[src/rtl/fifo_rr_drain_arb_pkg.sv]
// Shared types and helpers for the round-robin FIFO drain scheduler and its
// rotate-priority picker.
package fifo_rr_drain_arb_pkg;

  typedef enum logic {
    IDLE  = 1'b0,
    GRANT = 1'b1
  } arb_state_e;

  // Index width for n items; never returns zero so 1-entry cases stay legal.
  function automatic int clog2_min1(input int n);
    return (n <= 2) ? 1 : $clog2(n);
  endfunction

  // Next channel index in a ring of n channels.
  function automatic int wrap_inc(input int cur, input int n);
    return (cur + 1 >= n) ? 0 : cur + 1;
  endfunction

endpackage

[src/rtl/rr_arb_pick.sv]
// Combinational rotate-priority encoder: first set bit of req at or above
// rr_ptr, wrapping to bit 0. Reusable by any bridge scheduler.
module rr_arb_pick
  import fifo_rr_drain_arb_pkg::*;
#(
  parameter  int NUM_CH = 4,
  localparam int IDX_W  = clog2_min1(NUM_CH)
) (
  input  logic [NUM_CH-1:0] req,
  input  logic [IDX_W-1:0]  rr_ptr,
  output logic              found,
  output logic [IDX_W-1:0]  idx
);

  logic [IDX_W-1:0] cand;

  // NOTE: every variable written here gets a default first; a path that
  // leaves one unassigned would infer a latch.
  always_comb begin
    found = 1'b0;
    idx   = '0;
    cand  = rr_ptr;
    for (int k = 0; k < NUM_CH; k++) begin
      if (!found && req[cand]) begin
        found = 1'b1;
        idx   = cand;
      end
      cand = IDX_W'(wrap_inc(int'(cand), NUM_CH));
    end
  end

endmodule

[src/rtl/fifo_rr_drain_arb.sv]
// Round-robin drain scheduler: grants one show-ahead FIFO at a time, pops it
// into a registered valid/ready output stage until packet end or beat cap.
module fifo_rr_drain_arb
  import fifo_rr_drain_arb_pkg::*;
#(
  parameter  int NUM_CH    = 4,
  parameter  int WIDTH     = 64,
  parameter  int MAX_BEATS = 16,
  localparam int IDX_W     = clog2_min1(NUM_CH),
  localparam int CNT_W     = clog2_min1(MAX_BEATS + 1)
) (
  input  logic                    clk,
  input  logic                    rst_n,
  input  logic [NUM_CH-1:0]       ch_valid,
  input  logic [NUM_CH*WIDTH-1:0] ch_data,
  input  logic [NUM_CH-1:0]       ch_en,
  output logic [NUM_CH-1:0]       ch_rden,
  output logic                    out_valid,
  input  logic                    out_ready,
  output logic [WIDTH-1:0]        out_data,
  output logic [IDX_W-1:0]        out_ch,
  output logic                    out_last,
  output logic                    busy
);

  arb_state_e       state, state_nxt;
  logic [IDX_W-1:0] gnt;
  logic [IDX_W-1:0] rr_ptr;
  logic [CNT_W-1:0] beat_cnt;

  logic [NUM_CH-1:0] req;
  logic              pick_found;
  logic [IDX_W-1:0]  pick_idx;
  logic [WIDTH-1:0]  head;
  logic              pop;
  logic              beat_end;

  // Mask only matters at arbitration; a locked grant ignores ch_en.
  assign req  = ch_valid & ch_en;
  assign head = ch_data[int'(gnt)*WIDTH +: WIDTH];
  assign busy = (state == GRANT);

  rr_arb_pick #(
    .NUM_CH (NUM_CH)
  ) u_pick (
    .req    (req),
    .rr_ptr (rr_ptr),
    .found  (pick_found),
    .idx    (pick_idx)
  );

  always_comb begin
    state_nxt = state;
    pop       = 1'b0;
    beat_end  = 1'b0;
    ch_rden   = '0;
    case (state)
      IDLE: begin
        if (pick_found) state_nxt = GRANT;
      end
      GRANT: begin
        // Pop only when the output stage is empty or draining this cycle.
        pop      = ch_valid[gnt] && (!out_valid || out_ready);
        beat_end = head[WIDTH-1] || (beat_cnt == CNT_W'(MAX_BEATS - 1));
        if (pop) begin
          ch_rden[gnt] = 1'b1;
          if (beat_end) state_nxt = IDLE;
        end
      end
      default: state_nxt = IDLE;
    endcase
  end

  // NOTE: sequential state uses non-blocking assignments so every register
  // samples the pre-edge values of the others.
  always_ff @(posedge clk or negedge rst_n) begin
    if (!rst_n) state <= IDLE;
    else        state <= state_nxt;
  end

  // NOTE: out_data is a single register, not storage, so it is reset too;
  // downstream never sees stale data from an aborted packet.
  always_ff @(posedge clk or negedge rst_n) begin
    if (!rst_n) begin
      gnt       <= '0;
      rr_ptr    <= '0;
      beat_cnt  <= '0;
      out_valid <= 1'b0;
      out_data  <= '0;
      out_ch    <= '0;
      out_last  <= 1'b0;
    end else begin
      if (state == IDLE && pick_found) begin
        gnt      <= pick_idx;
        beat_cnt <= '0;
      end
      if (pop) begin
        out_data  <= head;
        out_ch    <= gnt;
        out_valid <= 1'b1;
        out_last  <= beat_end;
        beat_cnt  <= beat_cnt + CNT_W'(1);
        if (beat_end) rr_ptr <= IDX_W'(wrap_inc(int'(gnt), NUM_CH));
      end else if (out_ready) begin
        out_valid <= 1'b0;
      end
    end
  end

endmodule

[config.mk]
export PLATFORM = sky130hd
export DESIGN_NAME = fifo_rr_drain_arb
export DESIGN_NICKNAME = d
export VERILOG_FILES = /design/src/rtl/fifo_rr_drain_arb_pkg.sv /design/src/rtl/rr_arb_pick.sv /design/src/rtl/fifo_rr_drain_arb.sv
export SDC_FILE = /design/constraint.sdc
export NUM_CORES = 1
export LEC_CHECK = 0
export CORE_AREA = 2 2 132 134
export CTS_BUF_LIST = sky130_fd_sc_hd__clkbuf_4 sky130_fd_sc_hd__clkbuf_8 sky130_fd_sc_hd__clkbuf_16
export CTS_CLUSTER_SIZE = 20
export DETAILED_ROUTE_END_ITERATION = 10
export DIE_AREA = 0 0 134 136
export DONT_BUFFER_PORTS = 1
export GPL_TIMING_DRIVEN = 0
export SLEW_MARGIN = 20
export SYNTH_ARGS = -nofsm -noshare
export SYNTH_HDL_FRONTEND = slang
export SYNTH_SLANG_ARGS = --single-unit
[constraint.sdc]
create_clock -name clk -period 3.7 [get_ports clk]
set_clock_uncertainty 0.15 [all_clocks]
set_input_delay 0.37 -clock clk [delete_from_list [all_inputs] [get_ports clk]]
set_output_delay 0.37 -clock clk [all_outputs]
set_load 0.01 [all_outputs]
Yosys cells after proc, flatten, opt, wreduce, memory -nomap -nowiden
Cells that the tools add are included.
Word-level totals
  register bits: 78
  input port bits: 267
  output and inout bits: 73
  logic and storage cells: 78
Operators by class
  add/sub/neg operators: 5
  order comparisons: 10
  equal/unequal tests: 1
  shift-type cells: 1
  muxes and demuxes: 36
  bitwise operators: 2
  reduce and logical (&&, ||, !) cells: 15
Operators with widths (number)
  variable part select 256 x 9 -> 64 bit: 1
  2-to-1 mux 1 bit: 17
  2-to-1 mux 2 bit: 8
  < comparator 2 x 3 -> 1 bit, second input constant: 5
  adder 2 x 1 -> 3 bit, second input constant: 4
  greater-or-equal comparator 3 bit, second input constant: 4
  binary-select mux 1 bit (select 2 bit): 5
  2-to-1 mux 5 bit: 2
  2-to-1 mux 4 bit: 2
  logical AND 1 bit: 6
  adder 5 x 1 -> 5 bit, second input constant: 1
  == test 5 x 4 -> 1 bit, second input constant: 1
  bitwise AND 4 bit: 1
  logical NOT 1 bit: 4
  nonzero test 2 bit: 2
  demux 1 bit (select 2 bit): 1
  greater-or-equal comparator 2 x 1 -> 1 bit, second input constant: 1
  logical OR 1 bit: 2
  one-hot mux 1 bit (2 select lines): 1
  AND reduction 2 bit: 1
  NOT 1 bit: 1

Longest topological paths before layout
  word-level depth: 16
  depth in mapped cells: 7
  gate-level depth less buffers: 6

By module
From an unflattened synthesis, not the netlist that was laid out.
Unflattened totals
  cells, all modules: 340
  area, all modules: 5321.4 um^2
Modules (own cells, without submodules)
  fifo_rr_drain_arb: instances 1, cells an instance 287, area an instance 4951.0 um^2, sequential area each 1951.9 um^2
  rr_arb_pick: instances 1, cells an instance 53, area an instance 370.4 um^2, sequential area each 0.0 um^2

Least setup slack after synthesis
Ideal clock, no wire load.
  path type: reg2reg
  start: reg rr_ptr[1]
  end: reg gnt[1]
  library setup time: 0.122 ns
  arrival: 1.983 ns
  required time: 3.428 ns
  path slack: 1.445 ns
  stages on the path, launching flop included: 7
  buffers on the path: 0
  period minus slack after synthesis: 2.255 ns
  cell sequence: dfrtp_1 ha_1 nor2_4 mux4_2 nor3_1 o21ai_1 a32o_1
Between the ends
  cells in the longest elaborated chain, start to end: 14
  elaborated cells between the ends (all ways): 32
  classes of those cells: add/sub (3); order compare (3); mux (19); reduce/logical (7)
Ends and longest elaborated chain
  from (decl): line fifo_rr_drain_arb.sv:28  | logic [IDX_W-1:0] rr_ptr;
  from (signal assigned): line fifo_rr_drain_arb.sv:103  | if (beat_end) rr_ptr <= IDX_W'(wrap_inc(int'(gnt), NUM_CH));
  adder 2 x 1 -> 3 bit: line fifo_rr_drain_arb_pkg.sv:17  | return (cur + 1 >= n) ? 0 : cur + 1;
  greater-or-equal comparator 3 bit: line fifo_rr_drain_arb_pkg.sv:17
  2-to-1 mux 2 bit: line fifo_rr_drain_arb_pkg.sv:17
  adder 2 x 1 -> 3 bit / binary-select mux 1 bit (select 2 bit) (equally long branches): line fifo_rr_drain_arb_pkg.sv:17, rr_arb_pick.sv:24
  greater-or-equal comparator 3 bit / 2-to-1 mux 1 bit (equally long branches): line fifo_rr_drain_arb_pkg.sv:17, rr_arb_pick.sv:24
  2-to-1 mux 2 bit / logical AND 1 bit (equally long branches): line fifo_rr_drain_arb_pkg.sv:17, rr_arb_pick.sv:24
  adder 2 x 1 -> 3 bit, or another cell as far along: line fifo_rr_drain_arb_pkg.sv:17
  greater-or-equal comparator 3 bit, or another cell as far along: line fifo_rr_drain_arb_pkg.sv:17
  2-to-1 mux 2 bit / logical AND 1 bit (equally long branches): line fifo_rr_drain_arb_pkg.sv:17, rr_arb_pick.sv:24
  binary-select mux 1 bit (select 2 bit) / 2-to-1 mux 1 bit (equally long branches): line rr_arb_pick.sv:24  | if (!found && req[cand]) begin
  2-to-1 mux 1 bit (implied by the code) / logical NOT 1 bit (equally long branches): line rr_arb_pick.sv:24
  logical AND 1 bit: line rr_arb_pick.sv:24
  2-to-1 mux 1 bit: line rr_arb_pick.sv:24
  logical AND 1 bit: line fifo_rr_drain_arb.sv:93  | if (state == IDLE && pick_found) begin
  to (signal assigned): line fifo_rr_drain_arb.sv:94  | gnt <= pick_idx;
  to (decl): line fifo_rr_drain_arb.sv:27  | logic [IDX_W-1:0] gnt;
Several ways; a longest one is shown, not always the timed one. The select of a mux whose other input is x is not followed.
A chain may end at the register's enable or synchronous reset.

Worst setup path in the final report
  start: reg gnt[1]
  end: out ch_rden[1]
Between the ends
  cells in the longest elaborated chain, start to end: 6
  elaborated cells between the ends (all ways): 10
  classes of those cells: order compare (2); mux (6); reduce/logical (2)
Ends and longest elaborated chain
  < comparator 2 x 3 -> 1 bit (implied by the code) / greater-or-equal comparator 2 x 1 -> 1 bit (equally long branches): line fifo_rr_drain_arb.sv:66  | ch_rden[gnt] = 1'b1;
  logical AND 1 bit (implied by the code): line fifo_rr_drain_arb.sv:66
  2-to-1 mux 1 bit (implied by the code): line fifo_rr_drain_arb.sv:66
  demux 1 bit (select 2 bit): line fifo_rr_drain_arb.sv:66
  2-to-1 mux 4 bit *: line fifo_rr_drain_arb.sv:65  | if (pop) begin
  2-to-1 mux 4 bit *: line fifo_rr_drain_arb.sv:57  | case (state)
  to (decl): line fifo_rr_drain_arb.sv:17  | output logic [NUM_CH-1:0] ch_rden,
Mark *: on every way between the ends. The rest lies on a longest branch, timed or not. The select of a mux whose other input is x is not followed.

==> reports/results.txt <==
Number of global-route vias before repair: 4152
Detailed Routing Iterations Pass 1: 4
I/O pins: 340
# setup viols final: 0
# clock sinks: 78
Total Neg Setup Slack: 0 ns
Data required time of the critical path: 3.18 ns
Buffer depth of the longest clock path: 2
Largest driver fanout on the critical path: 10
TritonCTS clock tree: built
Least-Margin Pin Slew: 0.8385 ns
Setup repair after global routing missed its margin: false
Worst hold margin: 0.1265 ns
Final max-slew violation count: 0
Floorplan row count: 48
Status: finished, final reports clean
Latest clock arrival within the worst-skew pair: 0.34 ns
Final Net Count: 747
Leak pwr: 2.408 nW
Overall die area: 18220 um^2
Cell count after synthesis: 460
Pwr Density: 872.7 nW/um^2
Layout Cell Area excl Fill: 5574 um^2
Number of cells after detailed placement: 685
Area share of the largest cell type after synthesis: 39.81%
Number of buffers added by the clock tree synthesis step: 9
Detailed-route vias per instance: 5.452
Worst rel slew slack: 44.10%
WL final: 17020 um
Pin count of the biggest net entering global routing: 79
Clock-pin transition on the worst setup and hold timing paths: 0.06 ns
Share of post-route cells with drive strength above 1: 21.59%
Gpl congestion: 0.8625
GR Overflow Total: 0
Max capacitance violation total: 0
Largest area contributor in the netlist: sky130_fd_sc_hd__dfrtp_1
Drt first-iter violations: 185
Die height: 136 um
Floorplan core area: 16880 um^2
Number of design rule violations left after detail routing: 0
Hold Path Class: in -> reg
Register area share after synthesis: 39.81%
Post-Syn Nets: 734
Post-CTS resize count: 0
Worst IR drop on VDD: 0.0002680 V
Starting density of the core: 29.06%
Mapped cell area: 4903 um^2
Overall global routing resource usage: 17.99%
Number of antenna violations at the first check in global routing: 5
Wire length of the first global-routing pass: 24080 um
Synthesized area per cell: 10.66 um^2
Vias after detailed routing: 3860
Post-synth cell types: 34
PortBufs: 0
Worst Setup Start Kind: register
Avg WL per Cell: 24.04 um
Number of hold-slack violations in the final timing report: 0
Post-CTS setup-driven buffer insertion count: 0
Worst setup EP type: output port
Core Util, Final: 33.03%
Buffer cell driving the clock tree root: sky130_fd_sc_hd__clkbuf_16
Worst setup path class: reg -> out
Count of synthesis-stage warnings from yosys: 0
Tcrit/Tclk final: 86.73%
Instance area at placement: 5185 um^2
Number of standard cells in the final layout excluding fillers: 708
#FFs+latches synth: 78
Die width: 134 um
Maximum clock frequency: 311.6 MHz
H-tree depth: 3
Cell types occupying the most area after synthesis: sky130_fd_sc_hd__dfrtp_1 (40%), sky130_fd_sc_hd__mux4_2 (31%), sky130_fd_sc_hd__nand2_1 (16%)
Final min period: 3.209 ns
Area added between synthesis and finish: 13.68%
Arrival time of data at the critical path endpoint: 2.69 ns
Antenna Violating Nets Remaining: 0
Final HPWL DP: 13600 um
through the flow:
| step | total power, mW | setup slack (ns) |
|---|---|---|
| after floorplan | 3.281 | 1.445 |
| final | 4.865 | 0.4910 |
| after CTS | 4.948 | 0.2532 |
| after global placement | 3.781 | 0.6876 |
| after global routing | 5.245 | 0.2036 |
| after detailed placement | 3.869 | 0.6326 |
registers in the layout, summed over array words and instances (netlist names):
signal and count:
out_last 1, busy 1, beat_cnt 5, out_data 64, out_valid 1, gnt 2
rr_ptr 2, out_ch 2
layout by cell type (no fill, tap or decap), types with 3 or more instances in the layout:
cell,count
sky130_fd_sc_hd__o21ai_0,6
sky130_fd_sc_hd__nand2_1,211
sky130_fd_sc_hd__dfrtp_1,78
sky130_fd_sc_hd__mux4_2,67
sky130_fd_sc_hd__clkbuf_16,9
sky130_fd_sc_hd__bufinv_16,3
sky130_fd_sc_hd__buf_2,13
sky130_fd_sc_hd__a21oi_1,7
sky130_fd_sc_hd__ha_1,7
sky130_fd_sc_hd__diode_2,6
sky130_fd_sc_hd__inv_1,6
sky130_fd_sc_hd__buf_1,3
sky130_fd_sc_hd__o31ai_1,4
sky130_fd_sc_hd__nor2_1,3
sky130_fd_sc_hd__nand3_1,7
sky130_fd_sc_hd__clkbuf_1,15
sky130_fd_sc_hd__mux2i_1,3
sky130_fd_sc_hd__and2_1,8
path summary, 6_finish.rpt:
path	startpoint	endpoint	slack (ns)	depth (start not counted)
min in group asynchronous	rst_n	out_data[34]	0.42	2
min reg2reg	beat_cnt[2]	beat_cnt[2]	0.38	1
max reg2reg	gnt[1]	rr_ptr[1]	0.91	5
min	out_ready	out_valid	0.13	2
max	gnt[1]	ch_rden[1]	0.49	5
max in group asynchronous	rst_n	out_data[12]	2.62	2
report_power, final:
part | leakage, nW | switching [mW] | internal (mW)
sequential | 0.967 | 0.521 | 1.26
combinational | 1.28 | 1.16 | 0.895
clock | 0.162 | 0.371 | 0.656
layout make-up:
cell class / instances / area [um^2]
fill: 1758 / 11300
multi-input combinational: 344 / 2785
sequential: 78 / 1952
tap: 225 / 281.5
clock buffer: 9 / 225.2
buffer: 32 / 143.9
clock inverter: 6 / 111.4
timing repair buffer: 2 / 37.54
inverter: 6 / 22.52
antenna: 6 / 15.01
routing by layer:
| metal | routed length (um) | share of wire, % | vias to the layer above | global-route usage, % |
|---|---|---|---|---|
| met5 | 0 | 0 | - | 0 |
| met4 | 444 | 2.6 | 0 | 8.924 |
| met3 | 1481 | 8.7 | 22 | 4.325 |
| met2 | 9044 | 53 | 286 | 32.22 |
| met1 | 6048 | 36 | 1893 | 20.01 |
| li1 | - | - | 1659 | - |
repair_timing:
action / 4_1_cts / 5_1_grt
endpoints found under the hold margin: 78 / 0
hold buffers: 2 / 0
endpoints found under the setup margin: 0 / 0
cells in the mapped netlist:
cell / n
sky130_fd_sc_hd__xor2_1: 1
sky130_fd_sc_hd__mux2i_1: 3
sky130_fd_sc_hd__inv_1: 6
sky130_fd_sc_hd__dfrtp_1: 78
sky130_fd_sc_hd__o211ai_1: 1
sky130_fd_sc_hd__mux4_2: 67
sky130_fd_sc_hd__nand2_1: 211
sky130_fd_sc_hd__nor3_1: 1
sky130_fd_sc_hd__o21ai_0: 6
sky130_fd_sc_hd__o31ai_1: 4
sky130_fd_sc_hd__nor4_1: 1
sky130_fd_sc_hd__ha_1: 7
sky130_fd_sc_hd__and2_1: 8
sky130_fd_sc_hd__mux2_2: 1
sky130_fd_sc_hd__buf_2: 13
sky130_fd_sc_hd__nand4_1: 1
sky130_fd_sc_hd__buf_1: 3
sky130_fd_sc_hd__o21a_1: 1
sky130_fd_sc_hd__or2_2: 1
sky130_fd_sc_hd__and3_1: 2
sky130_fd_sc_hd__o41ai_4: 1
sky130_fd_sc_hd__nand3_1: 7
sky130_fd_sc_hd__a32o_1: 1
sky130_fd_sc_hd__a21oi_1: 7
sky130_fd_sc_hd__buf_6: 1
sky130_fd_sc_hd__nor2_1: 3
sky130_fd_sc_hd__a21oi_2: 1
sky130_fd_sc_hd__o22ai_1: 2
sky130_fd_sc_hd__o21ai_2: 1
sky130_fd_sc_hd__nand2b_1: 1
sky130_fd_sc_hd__a2bb2oi_1: 1
sky130_fd_sc_hd__nor2_4: 1
sky130_fd_sc_hd__clkbuf_1: 15
sky130_fd_sc_hd__o21ai_1: 2
cells by family (layout without fill, tap and decap cells):
kind of cell | after synthesis | after routing | share of synthesized area, %
fa+ha+maj | 7 | 7 | 1.786
buf+inv | 38 | 55 | 3.394
compound gates | 28 | 28 | 4.006
xor+xnor | 1 | 1 | 0.1786
simple gates | 237 | 237 | 19.21
other cells | 0 | 6 | 0
flops | 78 | 78 | 39.81
mux | 71 | 71 | 31.62
worst max-delay path: stages (launching register included):
cell and delay [ns]:
sky130_fd_sc_hd__dfrtp_1 0.56, sky130_fd_sc_hd__clkbuf_1 0.68, sky130_fd_sc_hd__clkbuf_1 0.54, sky130_fd_sc_hd__inv_1 0.17
sky130_fd_sc_hd__ha_1 0.22, sky130_fd_sc_hd__and2_1 0.17
Power figures use the tool's default switching activity.
